**config.mk**
```make
export PLATFORM = sky130hd
export DESIGN_NAME = reg_check_unit
export DESIGN_NICKNAME = d
export VERILOG_FILES = /design/src/rtl/rcu_pkg.sv /design/src/rtl/rcu_exp_table.sv /design/src/rtl/reg_check_unit.sv
export SDC_FILE = /design/constraint.sdc
export NUM_CORES = 1
export LEC_CHECK = 0
export ABC_AREA = 1
export ABC_CLOCK_PERIOD_IN_PS = 3600
export CORE_MARGIN = 2
export CORE_UTILIZATION = 50
export CTS_BUF_LIST = sky130_fd_sc_hd__clkbuf_16
export DETAILED_ROUTE_END_ITERATION = 8
export PLACE_DENSITY = 0.79
export SETUP_SLACK_MARGIN = 0.5
export SLEW_MARGIN = 10
export SYNTH_ARGS = -nofsm -noshare
export SYNTH_HDL_FRONTEND = slang
export SYNTH_SLANG_ARGS = --single-unit
export TNS_END_PERCENT = 10
```
**constraint.sdc**
```tcl
create_clock -name clk_i -period 3.6 [get_ports clk_i]
set_input_delay 0.72 -clock clk_i [delete_from_list [all_inputs] [get_ports clk_i]]
set_output_delay 0.72 -clock clk_i [all_outputs]
set_load 0.03 [all_outputs]
```
**src/rtl/rcu_pkg.sv**
```systemverilog
// Shared types for the end-of-program register-file checker.
package rcu_pkg;

    // Upper bounds for the packed table-entry view. Narrower instances zero-extend into it.
    localparam int unsigned RCU_AW_MAX = 16;
    localparam int unsigned RCU_DW_MAX = 64;

    typedef enum logic [2:0] {
        ST_IDLE,
        ST_WAIT,
        ST_ADDR,
        ST_DATA,
        ST_DONE
    } rcu_state_e;

    typedef struct packed {
        logic                  valid;
        logic [RCU_AW_MAX-1:0] addr;
        logic [RCU_DW_MAX-1:0] val;
    } rcu_entry_t;

    // Saturating add used for the mismatch counter.
    function automatic int unsigned sat_add(input int unsigned a, input int unsigned b,
                                            input int unsigned lim);
        return ((a + b) > lim) ? lim : (a + b);
    endfunction

endpackage

```
**src/rtl/rcu_exp_table.sv**
```systemverilog
// Expected-value table: one write port and a parallel compare of every entry
// against the register currently being scanned.
module rcu_exp_table
    import rcu_pkg::*;
#(
    parameter int unsigned XLEN   = 32,
    parameter int unsigned NCHECK = 4,
    parameter int unsigned AW     = 5,
    parameter int unsigned IW     = 2
) (
    input  logic              clk_i,
    input  logic              rst_ni,
    input  logic              we_i,
    input  logic              clr_i,
    input  logic [IW-1:0]     idx_i,
    input  logic [AW-1:0]     addr_i,
    input  logic [XLEN-1:0]   val_i,
    input  logic [AW-1:0]     cmp_addr_i,
    input  logic [XLEN-1:0]   cmp_data_i,
    output logic [NCHECK-1:0] mismatch_o
);

    logic [NCHECK-1:0] valid_q, valid_d;
    logic [AW-1:0]     addr_q [NCHECK];
    logic [XLEN-1:0]   val_q  [NCHECK];
    rcu_entry_t        entry  [NCHECK];

    // Next valid bits: a clear wipes the table, then a same-cycle write re-validates its entry.
    // NOTE: combinational logic uses blocking '=' so later statements see earlier results.
    always_comb begin
        valid_d = clr_i ? '0 : valid_q;
        for (int i = 0; i < NCHECK; i++) begin
            if (we_i && (idx_i == IW'(i))) begin
                valid_d[i] = 1'b1;
            end
        end
    end

    // Valid bits register.
    // NOTE: only the valid bits are reset; payload is ignored while invalid, so it needs no reset.
    always_ff @(posedge clk_i or negedge rst_ni) begin
        if (!rst_ni) begin
            valid_q <= '0;
        end else begin
            valid_q <= valid_d;
        end
    end

    // Payload storage for the addressed entry.
    always_ff @(posedge clk_i) begin
        for (int i = 0; i < NCHECK; i++) begin
            if (we_i && (idx_i == IW'(i))) begin
                addr_q[i] <= addr_i;
                val_q[i]  <= val_i;
            end
        end
    end

    // Parallel compare: flag each valid entry that targets this register but disagrees.
    always_comb begin
        entry      = '{default: '0};
        mismatch_o = '0;
        for (int i = 0; i < NCHECK; i++) begin
            entry[i] = '{valid: valid_q[i],
                         addr:  RCU_AW_MAX'(addr_q[i]),
                         val:   RCU_DW_MAX'(val_q[i])};
            mismatch_o[i] = entry[i].valid
                         && (entry[i].addr == RCU_AW_MAX'(cmp_addr_i))
                         && (entry[i].val  != RCU_DW_MAX'(cmp_data_i));
        end
    end

endmodule

```
**src/rtl/reg_check_unit.sv**
```systemverilog
// End-of-program register-file checker: waits for halt (or times out), scans
// every register through a read port, streams each value out and compares it
// against the expected-value table.
module reg_check_unit
    import rcu_pkg::*;
#(
    parameter int unsigned XLEN    = 32,
    parameter int unsigned NREGS   = 32,
    parameter int unsigned NCHECK  = 4,
    parameter int unsigned TIMEOUT = 1000,
    parameter bit          DUMP_EN = 1'b1,
    localparam int unsigned AW = (NREGS > 1) ? $clog2(NREGS) : 1,
    localparam int unsigned IW = (NCHECK > 1) ? $clog2(NCHECK) : 1,
    localparam int unsigned CW = $clog2(NCHECK + 1)
) (
    input  logic            clk_i,
    input  logic            rst_ni,
    input  logic            start_i,
    input  logic            halt_i,
    input  logic            exp_we_i,
    input  logic [IW-1:0]   exp_idx_i,
    input  logic [AW-1:0]   exp_addr_i,
    input  logic [XLEN-1:0] exp_val_i,
    input  logic            exp_clr_i,
    output logic [AW-1:0]   rf_raddr_o,
    input  logic [XLEN-1:0] rf_rdata_i,
    output logic            dump_valid_o,
    input  logic            dump_ready_i,
    output logic [AW-1:0]   dump_addr_o,
    output logic [XLEN-1:0] dump_data_o,
    output logic            busy_o,
    output logic            done_o,
    output logic            pass_o,
    output logic            timeout_o,
    output logic [CW-1:0]   fail_count_o,
    output logic [AW-1:0]   first_fail_o
);

    localparam int unsigned    TW       = $clog2(TIMEOUT + 2);
    localparam logic [TW-1:0]  TO_LAST  = TW'((TIMEOUT == 0) ? 0 : TIMEOUT - 1);
    localparam logic [AW-1:0]  IDX_LAST = AW'(NREGS - 1);

    rcu_state_e        state_q, state_d;
    logic [AW-1:0]     idx_q, idx_d;
    logic [TW-1:0]     cnt_q, cnt_d;
    logic              cap_q, cap_d;
    logic [XLEN-1:0]   dump_data_q, dump_data_d;
    logic              done_q, done_d;
    logic              pass_q, pass_d;
    logic              timeout_q, timeout_d;
    logic [CW-1:0]     fail_count_q, fail_count_d;
    logic [AW-1:0]     first_fail_q, first_fail_d;
    logic [NCHECK-1:0] mismatch;
    logic [CW-1:0]     mis_cnt;
    logic              idle;
    logic              beat_go;

    assign idle    = (state_q == ST_IDLE);
    assign beat_go = !DUMP_EN || dump_ready_i;

    rcu_exp_table #(
        .XLEN   (XLEN),
        .NCHECK (NCHECK),
        .AW     (AW),
        .IW     (IW)
    ) u_table (
        .clk_i      (clk_i),
        .rst_ni     (rst_ni),
        .we_i       (exp_we_i && idle),
        .clr_i      (exp_clr_i && idle),
        .idx_i      (exp_idx_i),
        .addr_i     (exp_addr_i),
        .val_i      (exp_val_i),
        .cmp_addr_i (idx_q),
        .cmp_data_i (rf_rdata_i),
        .mismatch_o (mismatch)
    );

    // Count how many table entries disagree with the register on the read port.
    always_comb begin
        mis_cnt = '0;
        for (int i = 0; i < NCHECK; i++) begin
            mis_cnt = mis_cnt + CW'(mismatch[i]);
        end
    end

    // Next-state and datapath update for the arm/wait/scan/report sequence.
    // NOTE: every variable gets its hold value first, so no path infers a latch.
    always_comb begin
        state_d      = state_q;
        idx_d        = idx_q;
        cnt_d        = cnt_q;
        cap_d        = cap_q;
        dump_data_d  = dump_data_q;
        done_d       = done_q;
        pass_d       = pass_q;
        timeout_d    = timeout_q;
        fail_count_d = fail_count_q;
        first_fail_d = first_fail_q;

        unique case (state_q)
            ST_IDLE, ST_DONE: begin
                if (start_i) begin
                    state_d      = ST_WAIT;
                    cnt_d        = '0;
                    done_d       = 1'b0;
                    pass_d       = 1'b0;
                    timeout_d    = 1'b0;
                    fail_count_d = '0;
                    first_fail_d = '0;
                end
            end
            ST_WAIT: begin
                if (halt_i) begin
                    state_d = ST_ADDR;
                    idx_d   = '0;
                end else if ((TIMEOUT != 0) && (cnt_q == TO_LAST)) begin
                    state_d   = ST_DONE;
                    done_d    = 1'b1;
                    timeout_d = 1'b1;
                    pass_d    = 1'b0;
                end else begin
                    cnt_d = cnt_q + 1'b1;
                end
            end
            ST_ADDR: begin
                state_d = ST_DATA;
                cap_d   = 1'b0;
            end
            ST_DATA: begin
                // Compare exactly once per register, on the first DATA cycle.
                if (!cap_q) begin
                    cap_d        = 1'b1;
                    dump_data_d  = rf_rdata_i;
                    fail_count_d = CW'(sat_add(32'(fail_count_q), 32'(mis_cnt), NCHECK));
                    if ((fail_count_q == '0) && (mis_cnt != '0)) begin
                        first_fail_d = idx_q;
                    end
                end
                if (beat_go) begin
                    if (idx_q == IDX_LAST) begin
                        state_d = ST_DONE;
                        done_d  = 1'b1;
                        pass_d  = (fail_count_d == '0);
                    end else begin
                        state_d = ST_ADDR;
                        idx_d   = idx_q + 1'b1;
                    end
                end
            end
            default: state_d = ST_IDLE;
        endcase
    end

    // State and datapath registers.
    always_ff @(posedge clk_i or negedge rst_ni) begin
        if (!rst_ni) begin
            state_q      <= ST_IDLE;
            idx_q        <= '0;
            cnt_q        <= '0;
            cap_q        <= 1'b0;
            dump_data_q  <= '0;
            done_q       <= 1'b0;
            pass_q       <= 1'b0;
            timeout_q    <= 1'b0;
            fail_count_q <= '0;
            first_fail_q <= '0;
        end else begin
            state_q      <= state_d;
            idx_q        <= idx_d;
            cnt_q        <= cnt_d;
            cap_q        <= cap_d;
            dump_data_q  <= dump_data_d;
            done_q       <= done_d;
            pass_q       <= pass_d;
            timeout_q    <= timeout_d;
            fail_count_q <= fail_count_d;
            first_fail_q <= first_fail_d;
        end
    end

    // The first DATA cycle forwards the read data directly; afterwards the
    // captured copy keeps the beat stable while the sink stalls.
    assign dump_data_o  = ((state_q == ST_DATA) && !cap_q) ? rf_rdata_i : dump_data_q;
    assign dump_valid_o = DUMP_EN && (state_q == ST_DATA);
    assign dump_addr_o  = idx_q;
    assign rf_raddr_o   = idx_q;
    assign busy_o       = (state_q != ST_IDLE) && (state_q != ST_DONE);
    assign done_o       = done_q;
    assign pass_o       = pass_q;
    assign timeout_o    = timeout_q;
    assign fail_count_o = fail_count_q;
    assign first_fail_o = first_fail_q;

endmodule
```
# [Yosys cells after proc, flatten, opt, wreduce, memory -nomap -nowiden]
# Memories as Yosys holds them, arrays and structs flattened.
# Cells that the tools add are included.
[word_totals] ff_bits=66 mem_bits_rw=148 inputBits=78 output_inout_bits=55 wordCells=169 memories=2
[memory_table] memory="u_table.val_q" depth=4 width=32 rd=4 rd_clocked_by_memory_dff=0 wr=1 line="rcu_exp_table.sv:25" source="logic [XLEN-1:0] val_q [NCHECK];"
[memory_table] memory="u_table.addr_q" depth=4 width=5 rd=4 rd_clocked_by_memory_dff=0 wr=1 line="rcu_exp_table.sv:24" source="logic [AW-1:0] addr_q [NCHECK];"
[classes] n_addsub=6 magnitude_cmp=1 n_eq_ne=29 mux=68 bitwise=1 reduce_logical=48
[ops] cell="32-bit 2-to-1 mux" count=4
[ops] cell="32-bit != test" count=4
[ops] cell="32-bit OR reduction" count=3
[ops] cell="5-bit 2-to-1 mux" count=9
[ops] cell="10-bit 2-to-1 mux" count=3
[ops] cell="1-bit 2-to-1 mux" count=27
[ops] cell="3-bit 2-to-1 mux" count=9
[ops] cell="5-bit equality test" count=4
[ops] cell="10-bit case mux with 2 select lines" count=1
[ops] cell="5-bit case mux with 2 select lines" count=2
[ops] cell="1-bit logical AND" count=17
[ops] cell="4-bit AND reduction" count=4
[ops] cell="2-bit nonzero test" count=8
[ops] cell="5-bit OR reduction" count=3
[ops] cell="2-bit != test (second input constant)" count=7
[ops] cell="2-bit 2-to-1 mux" count=6
[ops] cell="3-bit case mux with 4 select lines" count=1
[ops] cell="10-bit by 1-bit adder with 10-bit output (second input constant)" count=1
[ops] cell="10-bit equality test (second input constant)" count=1
[ops] cell="3-bit zero test" count=3
[ops] cell="3-bit nonzero test" count=3
[ops] cell="3-bit by 2-bit equality test with 1-bit output (second input constant)" count=2
[ops] cell="2-bit by 1-bit != test with 1-bit output (second input constant)" count=3
[ops] cell="3-bit != test (second input constant)" count=2
[ops] cell="other kinds (22)" count=26

# [Logic depth before layout (Yosys ltp)]
# An unclocked memory read counts as a cell.
[logic_depth] depth_word=16 ltp_mapped=23 mapped_depth_nobuf=22

# [By module]
# From an unflattened synthesis, not the netlist that was laid out.
[hier_totals] hier_cells=1144 hier_area_um2=10356.2
[modules_own_cells] mod="rcu_exp_table" n_inst=1 cells_per_inst=838 area_each_um2=7300.8 seq_area_each_um2=4544.4
[modules_own_cells] mod="reg_check_unit" n_inst=1 cells_per_inst=306 area_each_um2=3055.4 seq_area_each_um2=1551.5

# [Least setup slack after synthesis]
# Ideal clock, no wire load.
[synth_timing] kind="input port to flip-flop" from="input exp_we_i" to="memory u_table.addr_q[0][0], enable pin" setup_ns=0.479 arrival_ns=3.429 slack_ns=-0.309 stages=2 path_cell_list="nand3_1 nor3_1"
[synth_via] elab_chain_cells=8 elab_cells_between_ends=22 cone_classes="14 x mux; 8 x reduce/logical"
[synth_lines] element="start: declaration" line="reg_check_unit.sv:20" source="input logic exp_we_i,"
[synth_lines] element="1-bit logical AND (*)" line="reg_check_unit.sv:69" source=".we_i (exp_we_i && idle),"
[synth_lines] element="1-bit logical AND" line="rcu_exp_table.sv:52" source="if (we_i && (idx_i == IW'(i))) begin"
[synth_lines] element="1-bit 2-to-1 mux" line="rcu_exp_table.sv:52"
[synth_lines] element="1-bit 2-to-1 mux (not written as such)" line="rcu_exp_table.sv:53" source="addr_q[i] <= addr_i;"
[synth_lines] element="5-bit OR reduction (no source line)"
[synth_lines] element="2-bit 2-to-1 mux (no source line) / 1-bit 2-to-1 mux (equally long branches) (3 in series)"
[synth_lines] element="end: declaration" line="rcu_exp_table.sv:24"
# Mark *: on every way between the ends. The rest lies on a longest branch, timed or not.

# [Final worst setup path]
[layout_timing] from="register state_q[1]" to="output dump_data_o[30]"
[layout_via] elab_chain_cells=3
[layout_lines] element="start: declaration" line="reg_check_unit.sv:43" source="rcu_state_e state_q, state_d;"
[layout_lines] element="start signal: assignment" line="reg_check_unit.sv:169" source="state_q <= state_d;"
[layout_lines] element="3-bit by 2-bit equality test with 1-bit output" line="reg_check_unit.sv:184" source="assign dump_data_o = ((state_q == ST_DATA) && !cap_q) ? rf_rdata_i : dump_data_q;"
[layout_lines] element="1-bit logical AND" line="reg_check_unit.sv:184"
[layout_lines] element="32-bit 2-to-1 mux" line="reg_check_unit.sv:184"
[layout_lines] element="end: declaration" line="reg_check_unit.sv:30" source="output logic [XLEN-1:0] dump_data_o,"
# Every way passes these cells.

==> qor.yml <==
route:
  vias: 8055
  drtAntennaViolNets: 0
  viasPerCell: 4.91
  drtIter0Drc: 433
  finalWirelength_um: 23700
  wl_per_cell_um: 14.4
  first_pass_iters: 5
  drc: 0
min_path:
  worstHoldPathType: "in -> async"
placed_design:
  dp_cells: 1592
  dp_slack_ns: -0.792
  dp_hpwl_um: 16600
  io_buffer_count: 132
  place.gp.congestion: 0.903
timing:
  fin_worst_skew_ns: 0.0178
  setup_slack_ns: 0.247
  max_freq_mhz: 298
  rsz0062_at_grt: "true"
  period_share: 0.931
  min_period_ns: 3.35
  hold_viol: 0
  worst_slew_pin_slew_ns: 0.908
  setup_viol: 0
  drv_slew: 0
  relSlewSlack: 0.395
power_and_ir_drop:
  ir_drop_v: 0.000566
  powerDensity_mw_per_mm2: 593
  power.leakage_nw: 6.11
  finalPower_w: 0.00780
setup_path:
  timing.rr.start: "u_table.val_q[0][24]"
  required_ns: 2.88
  arrival_ns: 2.63
  path_buf_inv: 2
  path_cells: "nand2_1 -> nor2_4 -> nand2_4 -> buf_4 -> o21ai_0 -> clkdlybuf4s50_1"
  crit_family: "buffers and inverters"
  r2r-end: "pass_o"
  endpoint_kind: "output pin"
  reg2reg_depth: 18
  start_kind: "flop"
  reg2reg_slack_ns: 0.29
  cp_max_fo: 15
  path_class: "reg -> out"
  slowest_stage: "clkdlybuf4s50_1"
  cp_slowest_stage_delay_ns: 0.72
cts:
  cts_sinks: 214
  h-tree-depth: 1
  clockRootBuffer: "clkbuf_16"
  path_clk_slew_ns: 0.06
  cts_tree: "done"
  clock_tree.buffer_depth: 3
  cts_buffers: 24
  clock_latency_ns: 0.52
yosys:
  synth_fp_nets: 1224
  synth_seq_cells: 214
  syn-cell-area_sq_mm: 0.0102
  synth_cell_types: 40
  syn_inst: 1136
  ys_seq_area_frac: 0.600
  ys.warnings.count: 0
  avgSynthCellArea_sq_um: 8.94
cells_and_area:
  final_common_cell: "nand2_1"
  drive_gt1_frac: 0.163
  final_nets: 1438
  multi_input_comb_area_sq_mm: 0.00350
  final_cell_mix: "nand2_1 (426), edfxtp_1 (148), inv_1 (145)"
  nFillCells: 1557
  areaGrowthSynthToFinish_pct: 29.3
  layout.area.seq_sq_mm: 0.00610
  finalNonFillerCells: 1639
  final_util: 0.653
die:
  initial_utilization: 0.505
  io_pins: 133
  placementRows: 52
  die_h_um: 147
  dieArea_sq_mm: 0.0215
  die_width_um: 147
  core-area_sq_mm: 0.0201
grt:
  first_global_vias: 7939
  grt_max_degree: 67
  grt_pass1_wl_um: 38200
  grt_use_total: 0.223
  antenna_found_initial: 3
  grt.overflow.total: 0
run_status:
  status: "finished, final reports clean"
job:
  drv_cap: 0
## synth_stat cells (all sizes together)
library cell	instances	area, sq um
clkinv	1	3.75
nor3b	1	12.5
o22ai	4	25.0
edfxtp	148	4440
ha	8	100
a211oi	2	15.0
o211ai	1	7.51
dfrtp	66	1650
xnor2	3	26.3
nand4	5	31.3
buf	8	65.1
nand3b	2	15.0
nor3	6	30.0
mux2i	1	10.0
o21ai	54	270
or2	3	18.8
mux2	3	41.3
a221oi	2	17.5
clkbuf	12	45.0
nand2	439	1660
a22o	1	8.76
xor2	34	298
o21bai	5	37.5
and3	1	6.26
nor2	122	468
inv	164	616
a21oi	12	63.8
nand3	24	120
fa	2	40.0
o31ai	2	15.0
## through the flow
step	hold slack, ns	cell area (sq um)	TNS (ns)
after CTS	0.372	13200	0
after detailed placement	0.479	12300	-5.41
after floorplan	0.424	10200	-46.63
after global placement	0.477	12300	-5.02
after global routing	0.416	13100	0
final	0.344	13100	0
## worst register-to-register path: cells and delay by family (launching register included)
family / cells / cell delay, ns
xor+xnor: 1 / 0.15
simple gates: 13 / 1.25
flops: 1 / 0.38
fa+ha+maj: 4 / 1.41
## state kept, by name, indices dropped and copies added, names as in the netlist, 3 cells and up
signal / count
cnt_q: 10
dump_addr_o: 5
state_q: 3
first_fail_o: 5
fail_count_o: 3
u_table.val_q: 128
u_table.addr_q: 20
u_table.valid_q: 4
dump_data_q: 32
## area by class of cell
cell class / count / area share
flip-flops and latches: 214 / 0.464
multi-input cells: 737 / 0.266
repair buffers: 208 / 0.140
inverters: 165 / 0.0472
clock buffers: 24 / 0.0457
well taps: 270 / 0.0257
clock inverters: 20 / 0.0101
diodes: 1 / 0.000190
## worst max path at each step
stage          cells past startpoint                    to                  from
6_report                           6       dump_data_o[30]            state_q[1]
5_1_grt                           19                pass_o  u_table.val_q[0][21]
4_1_cts                           18                pass_o  u_table.val_q[0][24]
3_5_place_dp                      21                pass_o        rf_rdata_i[29]
3_3_place_gp                      21                pass_o        rf_rdata_i[29]
2_1_floorplan                      2  u_table.addr_q[0][0]              exp_we_i
## power breakdown
part           leakage [nW]  internal, W  switching, W
registers              2.18      0.00301      0.000161
clock network         0.380      0.00129      0.000955
logic                  3.55     0.000897       0.00149
## timing repair
action | in CTS | in global routing
resized for setup | 151 | 48
hold buffers | 0 | 0
setup buffers | 2 | 0
gates cloned | 0 | 0
setup endpoints to repair | 41 | 41
pin swaps | 57 | 48
## metal layers
layer,wire length (um),track usage,vias up,part of all wire
met3,1590,0.0406,53,0.067
met5,29,0,-,0.0012
li1,-,-,4013,-
met2,11800,0.399,274,0.50
met4,744,0.0684,4,0.031
met1,9470,0.276,3711,0.40
## cells by family after synthesis
kind of cell / share of synthesized area
simple gates: 0.232
flops: 0.600
buf+inv: 0.0718
compound gates: 0.0453
xor+xnor: 0.0319
fa+ha+maj: 0.0138
mux: 0.00505
No activity file was read; power rests on OpenSTA's default activity.
